==> src/rtl/msrv32_dec_pkg.sv <==
// Shared decode definitions for the msrv32 decode stage: opcode and funct
// constants, immediate/writeback encodings, SYSTEM words, and the decoded bundle.
package msrv32_dec_pkg;

    // opcode[6:2]
    localparam logic [4:0] OPC_LOAD     = 5'b00000;
    localparam logic [4:0] OPC_MISC_MEM = 5'b00011;
    localparam logic [4:0] OPC_OP_IMM   = 5'b00100;
    localparam logic [4:0] OPC_AUIPC    = 5'b00101;
    localparam logic [4:0] OPC_STORE    = 5'b01000;
    localparam logic [4:0] OPC_OP       = 5'b01100;
    localparam logic [4:0] OPC_LUI      = 5'b01101;
    localparam logic [4:0] OPC_BRANCH   = 5'b11000;
    localparam logic [4:0] OPC_JALR     = 5'b11001;
    localparam logic [4:0] OPC_JAL      = 5'b11011;
    localparam logic [4:0] OPC_SYSTEM   = 5'b11100;

    localparam logic [6:0] F7_BASE   = 7'b0000000;
    localparam logic [6:0] F7_ALT    = 7'b0100000;
    localparam logic [6:0] F7_MULDIV = 7'b0000001;

    localparam logic [2:0] F3_ADD  = 3'b000;
    localparam logic [2:0] F3_SLL  = 3'b001;
    localparam logic [2:0] F3_SR   = 3'b101;
    localparam logic [2:0] F3_PRIV = 3'b000;
    localparam logic [2:0] F3_BAD  = 3'b100;

    localparam logic [31:0] INSTR_ECALL  = 32'h0000_0073;
    localparam logic [31:0] INSTR_EBREAK = 32'h0010_0073;
    localparam logic [31:0] INSTR_MRET   = 32'h3020_0073;
    localparam logic [31:0] INSTR_WFI    = 32'h1050_0073;

    typedef enum logic [2:0] {
        IMM_R, IMM_I, IMM_S, IMM_B, IMM_U, IMM_J, IMM_CSR
    } imm_type_e;

    typedef enum logic [2:0] {
        WB_ALU, WB_LOAD, WB_CSR, WB_PC4, WB_IADDER, WB_IMM, WB_MULDIV
    } wb_sel_e;

    typedef struct packed {
        logic [4:0] rs1_addr;
        logic [4:0] rs2_addr;
        logic [4:0] rd_addr;
        logic [4:0] alu_opcode;
        logic       alu_src;
        logic       iadder_src;
        logic       mem_wr_req;
        logic       rf_wr_en;
        logic       csr_wr_en;
        logic [1:0] load_size;
        logic       load_unsigned;
        wb_sel_e    wb_mux_sel;
        imm_type_e  imm_type;
        logic [2:0] csr_op;
        logic       is_ecall;
        logic       is_ebreak;
        logic       is_mret;
        logic       is_wfi;
        logic       illegal;
        logic       is_load;
        logic       is_store;
    } dec_bundle_t;

    // Word accesses need addr 00, halfwords need addr[0]=0.
    function automatic logic is_misaligned(input logic [1:0] size,
                                           input logic [1:0] addr);
        return (size == 2'b10 && addr != 2'b00) ||
               (size == 2'b01 && addr[0]);
    endfunction

endpackage

==> src/rtl/msrv32_dec_core.sv <==
// Combinational RV32I(+M, +Zicsr) decoder: instr -> dec_bundle_t.
// Ports: instr (32-bit word in), bundle (decoded control out).
module msrv32_dec_core
    import msrv32_dec_pkg::*;
#(
    parameter int RV32M_EN = 0,
    parameter int ZICSR_EN = 1
) (
    input  logic [31:0] instr,
    output dec_bundle_t bundle
);

    logic [4:0] opc;
    logic [2:0] f3;
    logic [6:0] f7;
    logic       enc_ok;
    logic is_op, is_opi, is_ld, is_st, is_br;
    logic is_jalr, is_jal, is_lui, is_auipc, is_fence, is_sys;

    assign opc    = instr[6:2];
    assign f3     = instr[14:12];
    assign f7     = instr[31:25];
    assign enc_ok = (instr[1:0] == 2'b11);

    assign is_op    = enc_ok && opc == OPC_OP;
    assign is_opi   = enc_ok && opc == OPC_OP_IMM;
    assign is_ld    = enc_ok && opc == OPC_LOAD;
    assign is_st    = enc_ok && opc == OPC_STORE;
    assign is_br    = enc_ok && opc == OPC_BRANCH;
    assign is_jalr  = enc_ok && opc == OPC_JALR;
    assign is_jal   = enc_ok && opc == OPC_JAL;
    assign is_lui   = enc_ok && opc == OPC_LUI;
    assign is_auipc = enc_ok && opc == OPC_AUIPC;
    assign is_fence = enc_ok && opc == OPC_MISC_MEM;
    assign is_sys   = enc_ok && opc == OPC_SYSTEM;

    logic ill, rf_wr, mem_wr, csr_wr, muldiv, ld, st;

    always_comb begin
        bundle            = '0;
        bundle.rs1_addr   = instr[19:15];
        bundle.rs2_addr   = instr[24:20];
        bundle.rd_addr    = instr[11:7];
        bundle.imm_type   = IMM_R;
        bundle.wb_mux_sel = WB_ALU;
        ill    = 1'b0;
        rf_wr  = 1'b0;
        mem_wr = 1'b0;
        csr_wr = 1'b0;
        muldiv = 1'b0;
        ld     = 1'b0;
        st     = 1'b0;
        unique case (1'b1)
            is_op: begin
                bundle.alu_src = 1'b1;
                rf_wr = 1'b1;
                if (f7 == F7_MULDIV && RV32M_EN != 0) begin
                    muldiv = 1'b1;
                    bundle.wb_mux_sel = WB_MULDIV;
                end else if (!(f7 == F7_BASE ||
                               (f7 == F7_ALT && (f3 == F3_ADD || f3 == F3_SR)))) begin
                    ill = 1'b1;
                end
                bundle.alu_opcode = {muldiv, instr[30] & ~muldiv, f3};
            end
            is_opi: begin
                rf_wr = 1'b1;
                bundle.imm_type = IMM_I;
                bundle.alu_opcode = {1'b0, (f3 == F3_SR) & instr[30], f3};
                if (f3 == F3_SLL && f7 != F7_BASE)
                    ill = 1'b1;
                if (f3 == F3_SR && f7 != F7_BASE && f7 != F7_ALT)
                    ill = 1'b1;
            end
            is_ld: begin
                rf_wr = 1'b1;
                ld = 1'b1;
                bundle.iadder_src = 1'b1;
                bundle.imm_type = IMM_I;
                bundle.wb_mux_sel = WB_LOAD;
                bundle.load_size = f3[1:0];
                bundle.load_unsigned = f3[2];
                if (f3 == 3'b011 || f3[2:1] == 2'b11)
                    ill = 1'b1;
            end
            is_st: begin
                mem_wr = 1'b1;
                st = 1'b1;
                bundle.iadder_src = 1'b1;
                bundle.imm_type = IMM_S;
                bundle.load_size = f3[1:0];
                if (f3 >= 3'b011)
                    ill = 1'b1;
            end
            is_br: begin
                bundle.alu_src = 1'b1;
                bundle.imm_type = IMM_B;
                if (f3[2:1] == 2'b01)
                    ill = 1'b1;
            end
            is_jalr: begin
                rf_wr = 1'b1;
                bundle.iadder_src = 1'b1;
                bundle.imm_type = IMM_I;
                bundle.wb_mux_sel = WB_PC4;
                if (f3 != 3'b000)
                    ill = 1'b1;
            end
            is_jal: begin
                rf_wr = 1'b1;
                bundle.imm_type = IMM_J;
                bundle.wb_mux_sel = WB_PC4;
            end
            is_lui: begin
                rf_wr = 1'b1;
                bundle.imm_type = IMM_U;
                bundle.wb_mux_sel = WB_IMM;
            end
            is_auipc: begin
                rf_wr = 1'b1;
                bundle.imm_type = IMM_U;
                bundle.wb_mux_sel = WB_IADDER;
            end
            is_fence: begin
                if (f3 != 3'b000)
                    ill = 1'b1;
            end
            is_sys: begin
                if (f3 == F3_PRIV) begin
                    bundle.is_ecall  = (instr == INSTR_ECALL);
                    bundle.is_ebreak = (instr == INSTR_EBREAK);
                    bundle.is_mret   = (instr == INSTR_MRET);
                    bundle.is_wfi    = (instr == INSTR_WFI);
                    ill = ~(bundle.is_ecall | bundle.is_ebreak |
                            bundle.is_mret | bundle.is_wfi);
                end else if (f3 == F3_BAD) begin
                    ill = 1'b1;
                end else begin
                    rf_wr  = 1'b1;
                    csr_wr = 1'b1;
                    bundle.imm_type = IMM_CSR;
                    bundle.wb_mux_sel = WB_CSR;
                    bundle.csr_op = f3;
                    if (ZICSR_EN == 0)
                        ill = 1'b1;
                end
            end
            default: ill = 1'b1;
        endcase
        // Illegal words travel on but must not change architectural state.
        bundle.illegal    = ill;
        bundle.rf_wr_en   = rf_wr & ~ill;
        bundle.mem_wr_req = mem_wr & ~ill;
        bundle.csr_wr_en  = csr_wr & ~ill;
        bundle.is_load    = ld & ~ill;
        bundle.is_store   = st & ~ill;
    end

endmodule

==> src/rtl/msrv32_dec_stage.sv <==
// Registered decode stage: decoder + 2-entry skid buffer + misalignment check.
// Ports: clk/rst_n, trap flush, upstream instr/pc handshake, downstream bundle handshake.
module msrv32_dec_stage
    import msrv32_dec_pkg::*;
#(
    parameter int RV32M_EN = 0,
    parameter int ZICSR_EN = 1,
    parameter int PC_WIDTH = 32
) (
    input  logic                ms_riscv32_mp_clk_in,
    input  logic                ms_riscv32_mp_rst_n_in,
    input  logic                trap_taken_in,
    input  logic                in_valid_in,
    output logic                in_ready_out,
    input  logic [31:0]         instr_in,
    input  logic [PC_WIDTH-1:0] pc_in,
    output logic                out_valid_out,
    input  logic                out_ready_in,
    output logic [PC_WIDTH-1:0] pc_out,
    output logic [4:0]          rs1_addr_out,
    output logic [4:0]          rs2_addr_out,
    output logic [4:0]          rd_addr_out,
    output logic [4:0]          alu_opcode_out,
    output logic                alu_src_out,
    output logic                iadder_src_out,
    output logic                mem_wr_req_out,
    output logic                rf_wr_en_out,
    output logic                csr_wr_en_out,
    output logic [1:0]          load_size_out,
    output logic                load_unsigned_out,
    output logic [2:0]          wb_mux_sel_out,
    output logic [2:0]          imm_type_out,
    output logic [2:0]          csr_op_out,
    output logic                is_ecall_out,
    output logic                is_ebreak_out,
    output logic                is_mret_out,
    output logic                is_wfi_out,
    output logic                illegal_instr_out,
    input  logic [1:0]          iadder_1_to_0_in,
    output logic                misaligned_load_out,
    output logic                misaligned_store_out
);

    typedef enum logic [1:0] {S_EMPTY, S_ONE, S_FULL} skid_state_e;

    skid_state_e         state_q;
    dec_bundle_t         dec, out_q, skid_q;
    logic [PC_WIDTH-1:0] out_pc_q, skid_pc_q;
    logic                out_valid_q, in_ready_q;
    logic                accept, mal;

    msrv32_dec_core #(
        .RV32M_EN (RV32M_EN),
        .ZICSR_EN (ZICSR_EN)
    ) u_core (
        .instr  (instr_in),
        .bundle (dec)
    );

    assign accept = in_valid_in & in_ready_q;

    always_ff @(posedge ms_riscv32_mp_clk_in or negedge ms_riscv32_mp_rst_n_in) begin
        if (!ms_riscv32_mp_rst_n_in) begin
            state_q     <= S_EMPTY;
            out_valid_q <= 1'b0;
            in_ready_q  <= 1'b1;
            out_q       <= '0;
            skid_q      <= '0;
            out_pc_q    <= '0;
            skid_pc_q   <= '0;
        end else if (trap_taken_in) begin
            state_q     <= S_EMPTY;
            out_valid_q <= 1'b0;
            in_ready_q  <= 1'b1;
        end else begin
            unique case (state_q)
                S_EMPTY: begin
                    if (accept) begin
                        out_q       <= dec;
                        out_pc_q    <= pc_in;
                        out_valid_q <= 1'b1;
                        state_q     <= S_ONE;
                    end
                end
                S_ONE: begin
                    if (accept && out_ready_in) begin
                        out_q    <= dec;
                        out_pc_q <= pc_in;
                    end else if (accept) begin
                        // Output is stalled: park the new entry in the skid slot.
                        skid_q     <= dec;
                        skid_pc_q  <= pc_in;
                        in_ready_q <= 1'b0;
                        state_q    <= S_FULL;
                    end else if (out_ready_in) begin
                        out_valid_q <= 1'b0;
                        state_q     <= S_EMPTY;
                    end
                end
                S_FULL: begin
                    if (out_ready_in) begin
                        out_q      <= skid_q;
                        out_pc_q   <= skid_pc_q;
                        in_ready_q <= 1'b1;
                        state_q    <= S_ONE;
                    end
                end
                default: begin
                    out_valid_q <= 1'b0;
                    in_ready_q  <= 1'b1;
                    state_q     <= S_EMPTY;
                end
            endcase
        end
    end

    assign in_ready_out      = in_ready_q;
    assign out_valid_out     = out_valid_q;
    assign pc_out            = out_pc_q;
    assign rs1_addr_out      = out_q.rs1_addr;
    assign rs2_addr_out      = out_q.rs2_addr;
    assign rd_addr_out       = out_q.rd_addr;
    assign alu_opcode_out    = out_q.alu_opcode;
    assign alu_src_out       = out_q.alu_src;
    assign iadder_src_out    = out_q.iadder_src;
    assign mem_wr_req_out    = out_q.mem_wr_req;
    assign rf_wr_en_out      = out_q.rf_wr_en;
    assign csr_wr_en_out     = out_q.csr_wr_en;
    assign load_size_out     = out_q.load_size;
    assign load_unsigned_out = out_q.load_unsigned;
    assign wb_mux_sel_out    = out_q.wb_mux_sel;
    assign imm_type_out      = out_q.imm_type;
    assign csr_op_out        = out_q.csr_op;
    assign is_ecall_out      = out_q.is_ecall;
    assign is_ebreak_out     = out_q.is_ebreak;
    assign is_mret_out       = out_q.is_mret;
    assign is_wfi_out        = out_q.is_wfi;
    assign illegal_instr_out = out_q.illegal;

    // Address LSBs arrive late from execute, so this stays combinational.
    assign mal = is_misaligned(out_q.load_size, iadder_1_to_0_in);
    assign misaligned_load_out  = out_valid_q & out_q.is_load & mal;
    assign misaligned_store_out = out_valid_q & out_q.is_store & mal;

endmodule

==> config.mk <==
export PLATFORM = sky130hd
export DESIGN_NAME = msrv32_dec_stage
export DESIGN_NICKNAME = d
export VERILOG_FILES = /design/src/rtl/msrv32_dec_pkg.sv /design/src/rtl/msrv32_dec_core.sv /design/src/rtl/msrv32_dec_stage.sv
export SDC_FILE = /design/constraint.sdc
export NUM_CORES = 1
export LEC_CHECK = 0
export ABC_AREA = 0
export BUFFER_PORTS_ARGS = -buffer_cell sky130_fd_sc_hd__buf_2
export CAP_MARGIN = 20
export CORE_MARGIN = 3
export CORE_UTILIZATION = 45
export DETAILED_ROUTE_END_ITERATION = 7
export HOLD_SLACK_MARGIN = 0.12
export PLACE_DENSITY = 0.66
export SLEW_MARGIN = 15
export SYNTH_ARGS = -nofsm -noshare
export SYNTH_HDL_FRONTEND = slang
export SYNTH_SLANG_ARGS = --single-unit
==> constraint.sdc <==
create_clock -name ms_riscv32_mp_clk_in -period 3.33 [get_ports ms_riscv32_mp_clk_in]
set_input_delay 0 -clock ms_riscv32_mp_clk_in [delete_from_list [all_inputs] [get_ports ms_riscv32_mp_clk_in]]
set_output_delay 0 -clock ms_riscv32_mp_clk_in [all_outputs]
set_load 0.1 [all_outputs]
# After elaboration in Yosys (flattened, before gate mapping)
# Index checks and enable logic that the tools add are counted.
dict set report classes {
  n_eq_ne 39
  order_cmp 1
  n_reduce_logical 44
  n_bitwise 17
  n_mux 53
}
# op n
set op_table {}
lappend op_table {{two-way mux 44 bit} 3}
lappend op_table {{one-hot mux 44 bit (3 select lines)} 1}
lappend op_table {{two-way mux 32 bit} 3}
lappend op_table {{one-hot mux 32 bit (3 select lines)} 1}
lappend op_table {{equality test 32 x 21 -> 1 bit, second input constant} 1}
lappend op_table {{equality test 32 x 29 -> 1 bit, second input constant} 1}
lappend op_table {{equality test 32 x 30 -> 1 bit, second input constant} 1}
lappend op_table {{equality test 32 x 7 -> 1 bit, second input constant} 1}
lappend op_table {{two-way mux 1 bit} 26}
lappend op_table {{equality test 5 bit, second input constant} 4}
lappend op_table {{logical AND 1 bit} 18}
lappend op_table {{!= test 3 bit, second input constant} 6}
lappend op_table {{one-hot mux 3 bit (6 select lines)} 1}
lappend op_table {{equality test 5 x 4 -> 1 bit, second input constant} 3}
lappend op_table {{one-hot mux 3 bit (5 select lines)} 1}
lappend op_table {{two-way mux 2 bit} 7}
lappend op_table {{AND reduction 4 bit} 3}
lappend op_table {{AND 1 bit} 10}
lappend op_table {{equality test 5 x 3 -> 1 bit, second input constant} 2}
lappend op_table {{!= test 2 bit, second input constant} 5}
lappend op_table {{AND reduction 5 bit} 2}
lappend op_table {{OR reduction 2 bit} 5}
lappend op_table {{two-way mux 9 bit} 1}
lappend op_table {{OR reduction 3 bit} 3}
lappend op_table {{29 further kinds} 45}
dict set report word_totals {
  ff_bits 155
  output_inout_bits 78
}

# Longest topological paths before layout
dict set report depth {
  ltp_word 11
  depth_mapped 8
  ltp_nobuf 6
}

# Hierarchy
# A second synthesis with hierarchy kept.
dict set report hier_totals {
  hier_cells 679
  area_unflattened_um2 7612.3
}
# mod seq_area_each_um2 cells_each n_inst area_each_um2
set by_module_without_submodules {}
lappend by_module_without_submodules {msrv32_dec_stage 3905.0 551 1 6855.3}
lappend by_module_without_submodules {msrv32_dec_core 0.0 128 1 757.0}

# Worst setup path before layout
# Ideal clock, no wire load.
dict set report synth_timing {
  kind {reg2reg}
  from {register in_ready_q, in the netlist in_ready_out}
  to {register out_q, in the netlist rf_wr_en_out}
  n_path_buf 2
  arrival_time_ns 2.235
  path_stages_with_launch 9
  synth_period_minus_slack_ns 2.368
  setup_slack_ns 0.962
  cell_sequence {dfstp_2 > nand2_1 > nor2_1 > and2_1 > o21ba_2 > clkbuf_1 > buf_2 > mux2i_1 > o41ai_2}
}
dict set report synth_via {
  elab_chain_cells 4
  elab_cells_between_ends 5
  cone_classes {eq/ne: 2; bitwise: 1; reduce/logical: 2}
}
# element line_no
set synth_lines {}
lappend synth_lines {{start: declaration} msrv32_dec_stage.sv:49} ;# logic out_valid_q, in_ready_q;
lappend synth_lines {{start signal: assignment} msrv32_dec_stage.sv:66} ;# in_ready_q <= 1'b1;
lappend synth_lines {{start signal: assignment} msrv32_dec_stage.sv:74} ;# in_ready_q <= 1'b1;
lappend synth_lines {{start signal: assignment} msrv32_dec_stage.sv:93} ;# in_ready_q <= 1'b0;
lappend synth_lines {{AND 1 bit (*)} msrv32_dec_stage.sv:60} ;# assign accept = in_valid_in & in_ready_q;
lappend synth_lines {{logical AND 1 bit} msrv32_dec_stage.sv:86} ;# if (accept && out_ready_in) begin
lappend synth_lines {{!= test 2 bit (no source line)} n/a}
lappend synth_lines {{AND reduction 5 bit (no source line) (*)} n/a}
lappend synth_lines {{end signal: assignment} msrv32_dec_stage.sv:102} ;# out_q <= skid_q;
lappend synth_lines {{end: declaration} msrv32_dec_stage.sv:47} ;# dec_bundle_t dec, out_q, skid_q;
# Every way passes the cells marked *; elsewhere a longest branch is shown, timed or not.
# A chain may end at the register's enable or synchronous reset.

# Worst setup path after layout
dict set report layout_timing {
  from {input port instr_in[26]}
  to {register out_q, in the netlist is_ebreak_out}
}
dict set report layout_via {
  elab_chain_cells 5
  elab_cells_between_ends 6
  cone_classes {eq/ne: 1; mux: 5}
}
# element line_no
set layout_lines {}
lappend layout_lines {{start: declaration} msrv32_dec_stage.sv:15} ;# input logic [31:0] instr_in,
lappend layout_lines {{equality test 32 x 21 -> 1 bit (*)} msrv32_dec_core.sv:131} ;# bundle.is_ebreak = (instr == INSTR_EBREAK);
lappend layout_lines {{two-way mux 4 bit (*)} msrv32_dec_core.sv:129} ;# if (f3 == F3_PRIV) begin
lappend layout_lines {{two-way mux 7 bit (*)} msrv32_dec_core.sv:53} ;# unique case (1'b1)
lappend layout_lines {{two-way mux 44 bit, on equally long branches} {msrv32_dec_stage.sv:86, msrv32_dec_stage.sv:78}}
lappend layout_lines {{one-hot mux 44 bit (3 select lines) (*)} msrv32_dec_stage.sv:76} ;# unique case (state_q)
# Every way passes the cells marked *; elsewhere a longest branch is shown, timed or not. The select of a mux whose other input is x is not followed.

==> summary.md <==
| Metric | Value |
|---|---|
| Outcome | completed |
| Root Driver | clkbuf_16 |
| WL final | 18400 um |
| Diode count | 0 |
| Worst EP arrival | 3040 ps |
| Die ar. | 17500 sq um |
| Setup TNS Final | 0 ps |
| Drt wl/cell | 14.8 um |
| CP required | 3670 ps |
| Top-area cell type share of the netlist area | 52.8% |
| Yosys top cell by area | dfrtp_1 |
| CTS H-tree lvls | 4 |
| Mapped Area | 7160 sq um |
| Post CTS Setup Buffer Count | 0 |
| Routed via count | 6257 |
| R2R Setup Slk | 670 ps |
| Clk sink count | 152 |
| TritonCTS buffer count | 17 |
| Hold/Removal Path Class | in2reg |
| Starting Density | 46.6% |
| Placed cell count | 1143 |
| RSZ-0062 raised after global routing | false |
| Final hold slack | 170 ps |
| Seq/Total Area, Yosys | 53.1% |
| Wl on met1 | 8360 um |
| Max-Cap Viols | 0 |
| I/O pin total | 149 |
| Clock skew | 9.59 ps |
| Slew Limit Fails | 0 |
| CP max FO | 4 |
| Max-Slew Margin vs Limit | 31.4% |
| Placer Congestion | 0.866 |
| Post-synth EDFFs | 0 |
| Asr flop ratio synth | 100% |
| Area delta synth->final | 28.0% |
| Crit Path Category | in2reg |
| CTS tree | yes |
| Die width | 132 um |
| Final nets | 1094 |
| Vias in the first global route | 6167 |
| Setup crit start kind | primary input |
| Layout cell share with drive strength beyond 1 | 19.9% |
| Cells after synthesis | 859 |
| Total gr overflow | 0 |
| Max VDD drop | 396 uV |
| CP endpoint kind | register |
| Reg clk slew, reported paths | 60 ps |
| WL met2 | 8690 um |
| Top-count cell post-synth | nand2_1 |
| Core area | 15400 sq um |
| Vias per cell | 5.03 |
| Mean area per synthesized cell | 8.33 sq um |
| Hold Violations, Final | 0 |
| Final setup vio count | 0 |
| Clk buf depth | 2 |
| GRT Overall Usage | 22.1% |
| Syn. warnings | 0 |
| Post-synth top cells | 316 x nand2_1, 151 x dfrtp_1, 88 x nor2_1, 56 x a31oi_1, 43 x clkbuf_1 |
| Ys flop type | dfrtp_1 |
| TritonRoute pass-1 iters | 5 |
| Post-route DRC | 0 |
| HPWL Detailed | 12200 um |
| First-pass GRT wire length | 31500 um |
| Final min period | 2700 ps |
| Rows | 45 |
| Height of the die | 132 um |
| Port bufs | 147 |
| P_leak | 4.40 nW |
| Pwr dens | 708 nW/um^2 |
| Antenna viol nets, final | 0 |
| Clock network latency to the later pin of the worst-skew pair | 420 ps |
| Initial antenna violation count | 0 |
| Top cells by area, synth | dfrtp_1 53%, nand2_1 17%, a31oi_1 4.9%, nor2_1 4.6%, buf_4 3.4% |
| Max layer used | met4 |
| Period utilization | 81.2% |
| Iter 0 DRT Violations | 573 |
| Synth cell types | 58 |
| Filler instances | 1386 |
| Syn nets | 930 |
| DR WL met3 | 982 um |
| Least-Margin Pin Slew | 1020 ps |
| Largest net degree at the start of global routing | 85 |
| Fin cells | 1245 |
| Highest clock rate | 370 MHz |
| #FFs+latches synth | 152 |
-- layout by cell type (no fill, tap or decap), types with 3 or more instances in the layout --
master,netlist,final
o21ai_0,33,33
buf_4,32,11
nand2b_1,4,3
a21oi_1,26,26
buf_2,6,146
and3_1,4,3
a31oi_1,56,56
nand4_1,3,3
nor4_1,4,4
nor2_1,88,87
nand2_1,316,316
and2_1,3,3
clkbuf_16,0,17
inv_1,8,8
a211oi_1,3,3
buf_12,0,3
dfrtp_1,151,151
nand3_1,21,20
bufinv_16,0,3
inv_6,0,3
nor3_1,4,4
o22ai_1,4,4
dlygate4sd3_1,0,72
-- worst max-delay path, cell delays in order --
cell           delay, ps
dlygate4sd3_1        530
buf_2                120
nor4_2               360
dlygate4sd3_1        610
nand4_1              150
nor4_2               410
nand3_1              110
dlygate4sd3_1        590
o211ai_1             170
-- path summary, 6_finish.rpt --
check	from	to	cells past startpoint
setup reg to reg	in_ready_out$_DFFE_PN1P_	state_q[0]$_DFFE_PN0P_	7
hold reg to reg	skid_pc_q[17]$_DFFE_PN0P_	skid_pc_q[17]$_DFFE_PN0P_	2
setup / recovery	instr_in[26]	is_ebreak_out$_DFFE_PN0P_	9
hold / removal	instr_in[2]	skid_q[15]$_DFFE_PN0P_	5
min in group asynchronous	ms_riscv32_mp_rst_n_in	pc_out[1]$_DFFE_PN0P_	2
max in group asynchronous	ms_riscv32_mp_rst_n_in	skid_q[12]$_DFFE_PN0P_	3
-- flip-flops by register name, indices dropped and copies added, names as in the netlist, 2 cells and up --
register and cells:
out_q 2, skid_pc_q 32, rs1_addr_out 5, csr_op_out 3, wb_mux_sel_out 3, rs2_addr_out 5
skid_q 42, load_size_out 2, imm_type_out 3, state_q 2, alu_opcode_out 4, rd_addr_out 5
pc_out 32
-- cell type report --
| type | instances | area [sq um] | share of cell area (%) |
|---|---|---|---|
| timing repair buffer | 233 | 1610 | 17.5 |
| multi-input combinational | 611 | 2860 | 31.2 |
| inverter | 8 | 30.0 | 0.328 |
| sequential | 152 | 3800 | 41.5 |
| clock inverter | 9 | 140 | 1.53 |
| clock buffer | 21 | 460 | 5.03 |
| tap | 211 | 264 | 2.88 |
-- per-stage QoR --
stage                     worst slack [ps]  util, %  power, mW  cell area (sq um)
final                                  626     59.6       6.48               9160
after global routing                   376     59.6       6.79               9160
after CTS                              586     59.6       6.53               9160
after global placement                1070     51.0       4.45               7840
after floorplan                        962        -       4.12               7160
after detailed placement              1010     51.0       4.47               7840
-- logic make-up (layout without fill, tap and decap cells) --
group                  Yosys count  count (layout)  synth area share, %
XOR/XNOR                         3               3                0.367
multiplexers                     3               3                0.437
other                            1               1               0.0524
buffers and inverters           96             271                 7.41
AO/OA/AOI/OAI                  141             141                 12.0
AND/OR/NAND/NOR                463             463                 26.6
flip-flops                     152             152                 53.1
-- where the power goes --
group | switching [mW] | total (mW) | leakage [nW] | internal (mW)
logic | 1.69 | 2.10 | 2.22 | 0.412
registers | 0.194 | 2.39 | 1.89 | 2.20
clock network | 0.768 | 1.99 | 0.287 | 1.22
-- what timing repair did --
item                       4_1_cts  5_1_grt
hold buffers                    72        0
gates resized for setup          0        0
setup endpoints to repair        0        0
hold endpoints to repair       218        0
-- routing by layer --
layer	vias to the layer above	global-route usage (%)
met5	-	0
met4	0	7.76
met3	25	4.69
met2	179	35.9
met1	2916	29.7
li1	3137	-
Note: power is estimated with default switching activity, not from simulation.
